--- config.mk ---
export PLATFORM = sky130hd
export DESIGN_NAME = id_ex_stage
export DESIGN_NICKNAME = d
export VERILOG_FILES = /design/src/rtl/pipe_pkg.sv /design/src/rtl/hazard_detect.sv /design/src/rtl/id_ex_stage.sv
export SDC_FILE = /design/constraint.sdc
export NUM_CORES = 1
export LEC_CHECK = 0
export BUFFER_PORTS_ARGS = -buffer_cell sky130_fd_sc_hd__buf_2
export CORE_AREA = 3 3 131 133
export DETAILED_ROUTE_END_ITERATION = 16
export DIE_AREA = 0 0 134 136
export PLACE_DENSITY = 0.72
export REMOVE_ABC_BUFFERS = 1
export SETUP_SLACK_MARGIN = 0.15
export SYNTH_ARGS = -nofsm -noshare
export SYNTH_HDL_FRONTEND = slang
export SYNTH_HIERARCHICAL = 1
export SYNTH_SLANG_ARGS = --single-unit
--- constraint.sdc ---
create_clock -name clk_i -period 10.5 [get_ports clk_i]
set_input_delay 1.575 -clock clk_i [delete_from_list [all_inputs] [get_ports clk_i]]
set_output_delay 1.575 -clock clk_i [all_outputs]
set_load 0.1 [all_outputs]
--- src/rtl/pipe_pkg.sv ---
// pipe_pkg: shared ALUOp encodings, opcode constants and decoder control bundle
package pipe_pkg;
  localparam logic [1:0] ALU_MEM = 2'b00;
  localparam logic [1:0] ALU_BRANCH = 2'b01;
  localparam logic [1:0] ALU_R = 2'b10;
  localparam logic [1:0] ALU_I = 2'b11;
  localparam logic [6:0] OP_IMM = 7'b0010011;
  localparam logic [6:0] OP_R = 7'b0110011;
  localparam logic [6:0] OP_BRANCH = 7'b1100011;
  localparam logic [6:0] OP_LOAD = 7'b0000011;
  localparam logic [6:0] OP_STORE = 7'b0100011;
  localparam logic [6:0] OP_VECTOR = 7'b1010111;
  typedef struct packed {
    logic       mem_to_reg;
    logic       mem_read;
    logic       mem_write;
    logic       reg_write;
    logic       alu_src;
    logic       imm_select;
    logic [1:0] alu_op;
  } ctrl_t;
endpackage

--- src/rtl/hazard_detect.sv ---
// hazard_detect: load-use detection between EX load and ID consumer (VECTOR_STAGE_EN exempts vector ops)
module hazard_detect
  import pipe_pkg::*;
(
  input  logic       ex_valid,
  input  logic       ex_mem_read,
  input  logic       ex_vector,
  input  logic [4:0] ex_rd,
  input  logic       id_valid,
  input  logic [6:0] id_opcode,
  input  logic [4:0] id_rs1,
  input  logic [4:0] id_rs2,
  output logic       load_use
);
  logic id_vec;
  logic rs2_used;
  always_comb begin
`ifdef VECTOR_STAGE_EN
    id_vec = id_opcode == OP_VECTOR;
`else
    id_vec = 1'b0;
`endif
    rs2_used = (id_opcode == OP_R) | (id_opcode == OP_STORE) | (id_opcode == OP_BRANCH) | id_vec;
    load_use = ex_valid & ex_mem_read & (ex_rd != 5'd0) & id_valid & ~id_vec & ~ex_vector &
               ((ex_rd == id_rs1) | (rs2_used & (ex_rd == id_rs2)));
  end
endmodule

--- src/rtl/id_ex_stage.sv ---
// id_ex_stage: ID/EX pipeline register with load-use bubble FSM; VECTOR_STAGE_EN adds is_vector_o
module id_ex_stage
  import pipe_pkg::*;
#(
  parameter int XLEN = 32
) (
  input  logic            clk_i,
  input  logic            rst_i,
  input  logic            valid_i,
  input  logic            MemtoReg_i,
  input  logic            MemRead_i,
  input  logic            MemWrite_i,
  input  logic            RegWrite_i,
  input  logic            ALUSrc_i,
  input  logic            immSelect_i,
  input  logic [1:0]      ALUOp_i,
  input  logic [6:0]      opcode_i,
  input  logic [XLEN-1:0] pc_i,
  input  logic [XLEN-1:0] rs1_data_i,
  input  logic [XLEN-1:0] rs2_data_i,
  input  logic [XLEN-1:0] imm_i,
  input  logic [4:0]      rs1_addr_i,
  input  logic [4:0]      rs2_addr_i,
  input  logic [4:0]      rd_addr_i,
  input  logic [2:0]      funct3_i,
  input  logic [6:0]      funct7_i,
  input  logic            flush_i,
  output logic            MemtoReg_o,
  output logic            MemRead_o,
  output logic            MemWrite_o,
  output logic            RegWrite_o,
  output logic            ALUSrc_o,
  output logic            immSelect_o,
  output logic [1:0]      ALUOp_o,
  output logic [6:0]      opcode_o,
  output logic [XLEN-1:0] pc_o,
  output logic [XLEN-1:0] rs1_data_o,
  output logic [XLEN-1:0] rs2_data_o,
  output logic [XLEN-1:0] imm_o,
  output logic [4:0]      rs1_addr_o,
  output logic [4:0]      rs2_addr_o,
  output logic [4:0]      rd_addr_o,
  output logic [2:0]      funct3_o,
  output logic [6:0]      funct7_o,
  output logic            valid_o,
`ifdef VECTOR_STAGE_EN
  output logic            is_vector_o,
`endif
  output logic            stall_o
);
  typedef enum logic {RUN, BUBBLE} state_e;
  state_e state_q, state_d;
  ctrl_t  ctrl_d, ctrl_q;
  logic   load_use, kill, ex_vector;
`ifdef VECTOR_STAGE_EN
  assign ex_vector = is_vector_o;
`else
  assign ex_vector = 1'b0;
`endif
  hazard_detect u_hazard (
    .ex_valid   (valid_o),
    .ex_mem_read(MemRead_o),
    .ex_vector  (ex_vector),
    .ex_rd      (rd_addr_o),
    .id_valid   (valid_i),
    .id_opcode  (opcode_i),
    .id_rs1     (rs1_addr_i),
    .id_rs2     (rs2_addr_i),
    .load_use   (load_use)
  );
  always_comb begin
    stall_o = (state_q == RUN) & load_use & ~flush_i;
    state_d = stall_o ? BUBBLE : RUN;
    kill    = flush_i | stall_o;
    ctrl_d  = valid_i ? {MemtoReg_i, MemRead_i, MemWrite_i, RegWrite_i, ALUSrc_i, immSelect_i, ALUOp_i} : '0;
  end
  assign {MemtoReg_o, MemRead_o, MemWrite_o, RegWrite_o, ALUSrc_o, immSelect_o, ALUOp_o} = ctrl_q;
  // killed entries zero control and valid but leave the datapath fields untouched
  always_ff @(posedge clk_i or posedge rst_i) begin
    if (rst_i) begin
      state_q    <= RUN;
      valid_o    <= 1'b0;
      ctrl_q     <= '0;
      opcode_o   <= '0;
      pc_o       <= '0;
      rs1_data_o <= '0;
      rs2_data_o <= '0;
      imm_o      <= '0;
      rs1_addr_o <= '0;
      rs2_addr_o <= '0;
      rd_addr_o  <= '0;
      funct3_o   <= '0;
      funct7_o   <= '0;
    end else begin
      state_q <= state_d;
      valid_o <= valid_i & ~kill;
      ctrl_q  <= kill ? '0 : ctrl_d;
      if (!kill) begin
        opcode_o   <= opcode_i;
        pc_o       <= pc_i;
        rs1_data_o <= rs1_data_i;
        rs2_data_o <= rs2_data_i;
        imm_o      <= imm_i;
        rs1_addr_o <= rs1_addr_i;
        rs2_addr_o <= rs2_addr_i;
        rd_addr_o  <= rd_addr_i;
        funct3_o   <= funct3_i;
        funct7_o   <= funct7_i;
      end
    end
  end
`ifdef VECTOR_STAGE_EN
  always_ff @(posedge clk_i or posedge rst_i) begin
    if (rst_i) is_vector_o <= 1'b0;
    else is_vector_o <= ~kill & valid_i & (opcode_i == OP_VECTOR);
  end
`endif
endmodule
==> flow_metrics.tcl, run 1 <==
set metrics [dict create \
    slew_headroom 0.335 \
    n_antenna_cell 0 \
    dieArea_sq_um 18200 \
    setup_viol 0 \
    cts_buffers 17 \
    core_area_sq_um 15900 \
    synth-async-reset-ratio 1.00 \
    final_hold_viol_count 0 \
    drc 0 \
    drtIter0Drc 144 \
    seq_area_frac_synth 0.657 \
    drt_wl_total_um 15900 \
    synth_cell_types 24 \
    vdd_ir_drop_max_v 0.000111 \
    drv_cap 0 \
    crit_family "buffers and inverters" \
    cellPowerDensity_nw_per_um2 225 \
    cp_common_cell "buf_2" \
    finalCriticalPeriod_ns 4.93 \
    synth_edf_count 0 \
    synth_flop_cell "dfrtp_1" \
    worstPathMaxFanout 3 \
    synth_area_leader_cell "dfrtp_1" \
    areaGrowthSynthToFinish_pct 36.8 \
    cp_num_buf_inv 2 \
    cts_buffer_depth 2 \
    fin_tns_setup_ns 0 \
    rsz0062_at_grt "false" \
    synth_area_leaders "dfrtp_1 (66%), mux2_1 (17%), mux2_2 (10%)" \
    hold_buffers 0 \
    final_nets 900 \
    synth_seq_cells 170 \
    drive_above_1_share 0.592 \
    cp_data_required_time_ns 8.93 \
    crit_type "primary input to output pin" \
    slew_violations 0 \
    syn-instance-count 382 \
    cts_resized 0 \
    grt_pass1_vias 4785 \
    die_w_um 134 \
    yosysTopAreaCellShare 0.657 \
    die_h_um 136 \
    startpoint_type "primary input" \
    detail_route.first_pass.iterations 6 \
    final_antenna_net_count 0 \
    total_power_mw 2.00 \
    grt_max_degree 91 \
    vias_per_cell 4.65 \
    ios 342 \
    path_cells "buf_2 > xor2_1 > a2111oi_4 > nand4_1 > a21oi_1 > nor2b_4 > nor2b_1 > buf_2" \
    fillers 1327 \
    clock-root-buffer "clkbuf_16" \
    netlist_area_sq_um 6480 \
    grt_pass1_wl_um 24400 \
    hold_slack_ns 0.477 \
    cts_setup_buffers 0 \
    status "finished clean" \
    clock-sinks 170 \
    start_util 0.406 \
    port_buffers 341 \
    std_cell_rows 46 \
    hp-class "flip-flop to flip-flop" \
    fin_crit_sh 0.470 \
    cts_tree "done" \
    crit_slowest_cell "buf_2" \
    synth_warnings 6 \
    htreeDepth 4 \
    worstPathArrival_ns 3.35 \
    antenna_found_initial 0 \
    wire_per_inst_um 16.6 \
    clkLatencyLatePin_ns 0.41 \
    grt-ovfl-total 0 \
    cp-end-kind "output pin" \
    skew_ns 0.0105 \
    gp_congestion 0.817 \
    num_vias 4446 \
    cts.clk_slew.worst_paths_ns 0.06 \
    place_hpwl_um 12100 \
    max_stage_delay_ns 0.45 \
    max_slew.worst_pin.slew_ns 0.998 \
    cellLeakagePower_nw 4.36 \
    grt_usage 0.169 \
    syn_avg_cell_area_sq_um 17.0 \
    fmax_mhz 203 \
]
## cell usage in the layout (no fill, tap or decap)
cell,n
a2111oi_4,1
or4_1,1
mux2_2,60
a21oi_1,1
clkbuf_1,1
and2_1,8
and4b_1,1
clkbuf_8,1
mux2_1,100
dfrtp_1,170
conb_1,1
nor2b_1,1
xnor2_1,2
buf_4,3
nand2_1,1
o21ai_0,1
clkbuf_16,17
nor2_4,1
clkinvlp_4,5
clkinv_4,1
nand4_1,1
nor3_1,2
clkinv_2,2
nor2_1,1
buf_2,341
nor2b_4,1
inv_6,5
xor2_1,8
nor3b_1,1
nand3_1,1
## flip-flops by register name, indices dropped and copies added, names as in the netlist, 2 cells and up
signal	count
rs1_data_o	32
imm_o	32
funct3_o	3
pc_o	32
ALUOp_o	2
rs1_addr_o	5
rs2_data_o	32
rd_addr_o	5
opcode_o	7
funct7_o	7
rs2_addr_o	5
## per-stage QoR
step           instance area [sq um]  setup slack (ns)  instances  utilization
2_1_floorplan                   6320              4.32        365            -
3_3_place_gp                    8330              5.61        925        0.522
3_5_place_dp                    8330              5.44        925        0.522
4_1_cts                         8860              5.56        956        0.556
5_1_grt                         8860              5.45        956        0.556
6_report                        8860              5.57        956        0.556
## cell families (layout without fill, tap and decap cells)
family          Yosys count  in the layout  synth area share
mux                     160            160             0.278
buf+inv                  18            376            0.0243
compound gates            3              3           0.00579
flops                   170            170             0.657
simple gates             20             20            0.0209
other cells               1              1          0.000579
xor+xnor                 10             10            0.0135
## cells in the mapped netlist, types with 2 or more instances
library cell / n
and2_1: 8
buf_2: 6
buf_6: 11
dfrtp_1: 170
mux2_1: 100
mux2_2: 60
nor3_1: 2
xnor2_1: 2
xor2_1: 8
## cell type report
cell class                 instances  area, sq um  area share
sequential                       170         4250       0.480
clock buffer                      19          443      0.0500
tap                              216          270      0.0305
timing repair buffer             344         1730       0.195
multi-input combinational        194         2070       0.233
inverter                           1         8.76    0.000988
clock inverter                    12         91.3      0.0103
## worst paths after layout
kind	start	endpoint	slack, ns	cells past startpoint
worst max-delay path	rs2_addr_i[3]	stall_o	5.57	8
worst min-delay path	rs1_data_o[11]	rs1_data_o[11]	0.48	1
worst max register to register	rd_addr_o[2]	funct3_o[0]	6.45	8
worst min register to register	rs1_data_o[11]	rs1_data_o[11]	0.48	1
max in group asynchronous	rst_i	rs1_data_o[9]	7.63	3
min in group asynchronous	rst_i	rs2_data_o[2]	1.30	2
## where the power goes
group	total, mW	switching [mW]	internal, mW
Clock	0.569	0.259	0.310
Sequential	0.751	0.0327	0.718
Combinational	0.675	0.562	0.113
## metal layers
metal / track usage / vias up / share of wire
met1: 0.192 / 2162 / 0.38
met2: 0.296 / 219 / 0.51
met3: 0.0629 / 26 / 0.085
li1: - / 2039 / -
met4: 0.0571 / 0 / 0.020
met5: 0 / - / 0
Note: power is estimated with default switching activity, not from simulation.
==> run 2, diff against run 1 <==
--- a/config.mk
+++ b/config.mk
@@ -6,10 +6,10 @@
 export NUM_CORES = 1
 export LEC_CHECK = 0
 export BUFFER_PORTS_ARGS = -buffer_cell sky130_fd_sc_hd__buf_2
-export CORE_AREA = 3 3 131 133
+export CORE_AREA = 3 3 132 134
 export DETAILED_ROUTE_END_ITERATION = 16
-export DIE_AREA = 0 0 134 136
-export PLACE_DENSITY = 0.72
+export DIE_AREA = 0 0 135 137
+export PLACE_DENSITY = 0.71
 export REMOVE_ABC_BUFFERS = 1
 export SETUP_SLACK_MARGIN = 0.15
 export SYNTH_ARGS = -nofsm -noshare
==> constraint.sdc (replaced) <==
create_clock -name clk_i -period 4.65 [get_ports clk_i]
set_input_delay 0.6975 -clock clk_i [delete_from_list [all_inputs] [get_ports clk_i]]
set_output_delay 0.6975 -clock clk_i [all_outputs]
set_load 0.1 [all_outputs]
==> run 2 against run 1 <==
Cell count increased by 0.63%. First-iteration DRC count down 4.9%. Sequential cell count is the same. Clock power increased by 150%. Clock skew barely moved. Wire length down 1.2%. Sequential share of layout area down 0.48 points. Critical path depth decreased by 1. Sequential power increased by 130%. Clock-buffer cell count down 1. Via count is essentially flat. Critical path type is now flip-flop to output pin.
==> flow_metrics.tcl, run 2 (same netlist as run 1, synthesis figures left out) <==
set metrics [dict create \
    drtIter0Drc 137 \
    slew_violations 0 \
    startpoint_type "flip-flop" \
    clock-sinks 170 \
    grt_pass1_vias 4743 \
    final_antenna_net_count 0 \
    ios 342 \
    wire_per_inst_um 16.3 \
    start_util 0.395 \
    die_w_um 135 \
    drv_cap 0 \
    vdd_ir_drop_max_v 0.000251 \
    n_antenna_cell 0 \
    mostFrequentLayoutCells "buf_2 (341), dfrtp_1 (170), mux2_1 (100), mux2_2 (60), clkbuf_16 (17)" \
    skew_ns 0.0106 \
    max_slew.worst_pin.slew_ns 0.957 \
    cp_data_required_time_ns 3.95 \
    final_hold_viol_count 0 \
    finalCriticalPeriod_ns 3.31 \
    max_stage_delay_ns 0.46 \
    dieArea_sq_um 18500 \
    grt-ovfl-total 0 \
    timing.final.ws_setup_ns 1.34 \
    fmax_mhz 302 \
    htreeDepth 4 \
    clock-root-buffer "clkbuf_16" \
    crit_slowest_cell "buf_2" \
    grt_usage 0.165 \
    cts_tree "done" \
    cellPowerDensity_nw_per_um2 519 \
    worstPathMaxFanout 5 \
    status "finished clean" \
    areaGrowthSynthToFinish_pct 38.2 \
    hp-class "primary input to asynchronous set/reset pin" \
    num_vias 4450 \
    antenna_found_initial 1 \
    place_hpwl_um 12100 \
    slew_headroom 0.362 \
    crit_type "flip-flop to output pin" \
    cts_setup_buffers 0 \
    clkLatencyLatePin_ns 0.42 \
    cts_resized 0 \
    gp_congestion 0.741 \
    cellLeakagePower_nw 4.41 \
    cp_num_buf_inv 1 \
    worstPathArrival_ns 2.61 \
    port_buffers 341 \
    cts_buffers 17 \
    postPlaceCellArea_sq_um 8350 \
    grt_max_degree 98 \
    path_cells "xor2_1 > a2111oi_4 > nand4_1 > a21oi_1 > nor2b_4 > nor2b_1 > buf_2" \
    std_cell_rows 47 \
    core_area_sq_um 16400 \
    final_area_sq_um 8950 \
    crit_family "simple AND/OR/NAND/NOR gates" \
    rsz0062_at_grt "false" \
    cts.clk_slew.worst_paths_ns 0.07 \
    drc 0 \
    grt_pass1_wl_um 23800 \
    post-place-ws_ns 1.51 \
    drt_wl_total_um 15700 \
    hold_buffers 0 \
    die_h_um 137 \
    cp-end-kind "output pin" \
    vias_per_cell 4.63 \
    fin_crit_sh 0.712 \
    setup_viol 0 \
    drive_above_1_share 0.594 \
    final_nets 901 \
    layout_commonest_cell "buf_2" \
    final_util 0.546 \
    hold_slack_ns 0.450 \
    cts_buffer_depth 2 \
    detail_route.first_pass.iterations 3 \
]
## run 2: changes by cell type in the layout (fill, tap and decap cells not counted), sizes merged
cell and delta:
clkbuf -1, buf +1, inv +2, clkinvlp -1, clkinv -1, bufinv +2
## run 2: metal layers
layer  global-route usage  up-vias  part of all wire
li1                     -     2033                 -
met1                0.185     2185              0.37
met5                    0        -            0.0011
met4               0.0728        2             0.020
met2                0.290      204              0.52
met3               0.0511       26             0.085
## run 2: worst paths after layout
check / from / to / slack (ns) / cells after the start
max: rd_addr_o[3] / stall_o / 1.34 / 7
max reg2reg: rd_addr_o[2] / imm_o[17] / 1.86 / 7
min reg2reg: pc_o[6] / pc_o[6] / 0.48 / 1
min in group clk_i: ALUSrc_i / ALUSrc_o / 0.48 / 2
min: rst_i / imm_o[22] / 0.45 / 2
max in group asynchronous: rst_i / rs2_data_o[1] / 3.15 / 3
## run 2: layout make-up
class	count	area, sq um
Clock buffer	18	439
Tap cell	220	275
Sequential cell	170	4250
Inverter	1	8.76
Clock inverter	14	159
Timing Repair Buffer	345	1750
Multi-Input combinational cell	194	2070
Fill cell	1397	7460
## run 2: metrics by stage
step	std cells	total power, mW	setup TNS [ns]
global placement	930	3.23	0
global route	962	4.81	0
floorplan	365	2.96	-111.24
detailed placement	930	3.26	0
finish	962	4.65	0
CTS	962	4.69	0
## run 2: report_power, final
part           internal, mW  switching [mW]  total (mW)
registers              1.62          0.0733        1.69
logic                 0.258            1.27        1.53
clock network         0.818           0.607        1.42
==> run 3, diff against run 2 <==
--- a/config.mk
+++ b/config.mk
@@ -5,11 +5,13 @@
 export SDC_FILE = /design/constraint.sdc
 export NUM_CORES = 1
 export LEC_CHECK = 0
+export ABC_AREA = 1
 export BUFFER_PORTS_ARGS = -buffer_cell sky130_fd_sc_hd__buf_2
-export CORE_AREA = 3 3 132 134
+export CORE_ASPECT_RATIO = 1.5
+export CORE_MARGIN = 3
+export CORE_UTILIZATION = 41
 export DETAILED_ROUTE_END_ITERATION = 16
-export DIE_AREA = 0 0 135 137
-export PLACE_DENSITY = 0.71
+export PLACE_DENSITY = 0.76
 export REMOVE_ABC_BUFFERS = 1
 export SETUP_SLACK_MARGIN = 0.15
 export SYNTH_ARGS = -nofsm -noshare
==> constraint.sdc (replaced) <==
create_clock -name clk_i -period 2.9 [get_ports clk_i]
set_input_delay 0.435 -clock clk_i [delete_from_list [all_inputs] [get_ports clk_i]]
set_output_delay 0.435 -clock clk_i [all_outputs]
set_load 0.1 [all_outputs]
==> run 3 against run 2 <==
Wire length increased by 28%. Die area fell by 0.55%. Clock skew shrank 0.0012 ns. Worst hold slack lost 0.33 ns. Synthesized cell count increased by 110%. Critical path depth up 3. Design area rose by 4.4%. Register-to-register slack got worse by 1.0 ns.
==> flow_metrics.tcl, run 3 <==
set metrics [dict create \
    dp.cells 1296 \
    grt_usage 0.212 \
    port_buffers 341 \
    die_w_um 112 \
    synthMostInstantiatedCell "nand2_1" \
    cp_data_required_time_ns 2.47 \
    drtIter0Drc 471 \
    ys_top_cells_by_count "nand2_1 (357), dfrtp_1 (170), nand3_1 (162), buf_2 (32), nor2_1 (18)" \
    setup_viol 0 \
    grtUsageMet1 0.251 \
    yosysTopAreaCellShare 0.619 \
    synth_edf_count 0 \
    gp_congestion 0.817 \
    crit_type "flip-flop to output pin" \
    cts_buffers 17 \
    cellLeakagePower_nw 5.45 \
    cellPowerDensity_nw_per_um2 776 \
    final_antenna_net_count 0 \
    worstPathArrival_ns 2.02 \
    grt-ovfl-total 0 \
    num_vias 6407 \
    wire_per_inst_um 15.2 \
    ios 342 \
    antenna_found_initial 2 \
    use_met3 0.0473 \
    cts_buffer_depth 2 \
    clock-sinks 170 \
    final_util 0.572 \
    hp-class "primary input to asynchronous set/reset pin" \
    drv_cap 0 \
    grt_pass1_vias 6085 \
    netlist_area_sq_um 6880 \
    fin_crit_sh 0.846 \
    use_met2 0.363 \
    vias_per_cell 4.82 \
    status "finished clean" \
    start_util 0.421 \
    worstPathMaxFanout 21 \
    seqCellArea_sq_um 4250 \
    max_slew.worst_pin.slew_ns 0.666 \
    synth_seq_cells 170 \
    fillers 1523 \
    startpoint_type "flip-flop" \
    detail_route.first_pass.iterations 5 \
    place_hpwl_um 14500 \
    slew_violations 0 \
    syn-instance-count 791 \
    skew_ns 0.00940 \
    slew_headroom 0.556 \
    fin_tns_setup_ns 0 \
    seq_area_frac_synth 0.619 \
    std_cell_rows 57 \
    synth_flop_cell "dfrtp_1" \
    finalCriticalPeriod_ns 2.45 \
    hold_slack_ns 0.118 \
    dieArea_sq_um 18400 \
    n_antenna_cell 0 \
    layoutNonFillerInstCount 1328 \
    synth_warnings 6 \
    synth_area_leaders "dfrtp_1 (62%), nand2_1 (19%), nand3_1 (12%)" \
    mostFrequentLayoutCells "nand2_1 (357), buf_2 (340), dfrtp_1 (170), nand3_1 (162)" \
    core_area_sq_um 16300 \
    multi_input_area_sq_um 2300 \
    vdd_ir_drop_max_v 0.000538 \
    timing.final.ws_setup_ns 0.447 \
    cp-end-kind "output pin" \
    areaGrowthSynthToFinish_pct 35.9 \
    synth-async-reset-ratio 1.00 \
    htreeDepth 4 \
    syn_avg_cell_area_sq_um 8.69 \
    busiest_layer "met2" \
    final_nets 1281 \
    clkLatencyLatePin_ns 0.41 \
    grt_max_degree 109 \
    die_h_um 165 \
    rsz0062_at_grt "false" \
    final_hold_viol_count 0 \
    clock-root-buffer "clkbuf_16" \
    drc 0 \
    layout_commonest_cell "nand2_1" \
    post-place-ws_ns 0.654 \
    fmax_mhz 408 \
    cts_tree "done" \
    synth_area_leader_cell "dfrtp_1" \
    drt_wl_total_um 20100 \
    cts.clk_slew.worst_paths_ns 0.06 \
    synth_cell_types 17 \
    grt_pass1_wl_um 31200 \
    drive_above_1_share 0.355 \
]
## run 3: final cells by class
class                      count  area share
inverter                      21     0.00924
multi-input combinational    547       0.246
clock inverter                11      0.0145
sequential                   170       0.455
tap                          206      0.0276
timing repair buffer         352       0.198
clock buffer                  21      0.0493
## run 3: worst paths after layout
path                               from             end  slack (ns)  cells after the start
max reg2reg                rd_addr_o[4]  rs2_data_o[13]        0.84                     12
min                               rst_i  rs2_data_o[10]        0.12                      2
max                        rd_addr_o[4]         stall_o        0.45                     10
max in group asynchronous         rst_i         pc_o[9]        1.97                      3
min reg2reg                     pc_o[3]         pc_o[3]        0.46                      2
min in group clk_i           RegWrite_i      RegWrite_o        0.24                      3
## run 3: repair_timing
action,in CTS,in global routing
endpoints found under the hold margin,0,0
hold buffers,0,0
endpoints found under the setup margin,0,1
resized for setup,0,1
buffers inserted,0,0
## run 3: per-layer routing
metal | up-vias | share of wire
met4 | 4 | 0.039
met1 | 2955 | 0.37
met5 | - | 0.0014
met3 | 53 | 0.063
li1 | 3133 | -
met2 | 262 | 0.52
## run 3: where the power goes
group / internal (mW) / switching [mW]
logic: 0.350 / 1.93
clock network: 1.33 / 0.952
registers: 2.57 / 0.110
total: 4.25 / 2.99
## run 3: per-stage QoR
stage          power, mW  area [sq um]
4_1_cts             7.31          9340
2_1_floorplan       4.53          6630
3_5_place_dp        5.02          8750
5_1_grt             7.53          9340
6_report            7.25          9340
3_3_place_gp        4.99          8750
## run 3: worst max-delay path, cell delays in order, from the launching register on
cell and delay (ns):
dfrtp_1 0.42, inv_2 0.10, nand2_1 0.05, nand2_1 0.05, nand2_1 0.05, nor2_1 0.10
nand2_1 0.07, a21oi_2 0.18, nand2_4 0.18, nor2_2 0.19, buf_12 0.20
## run 3: cell families after synthesis
group / share of synthesized area
simple gates: 0.330
xor+xnor: 0.00127
buf+inv: 0.0479
compound gates: 0.00127
flops: 0.619
other cells: 0.000545
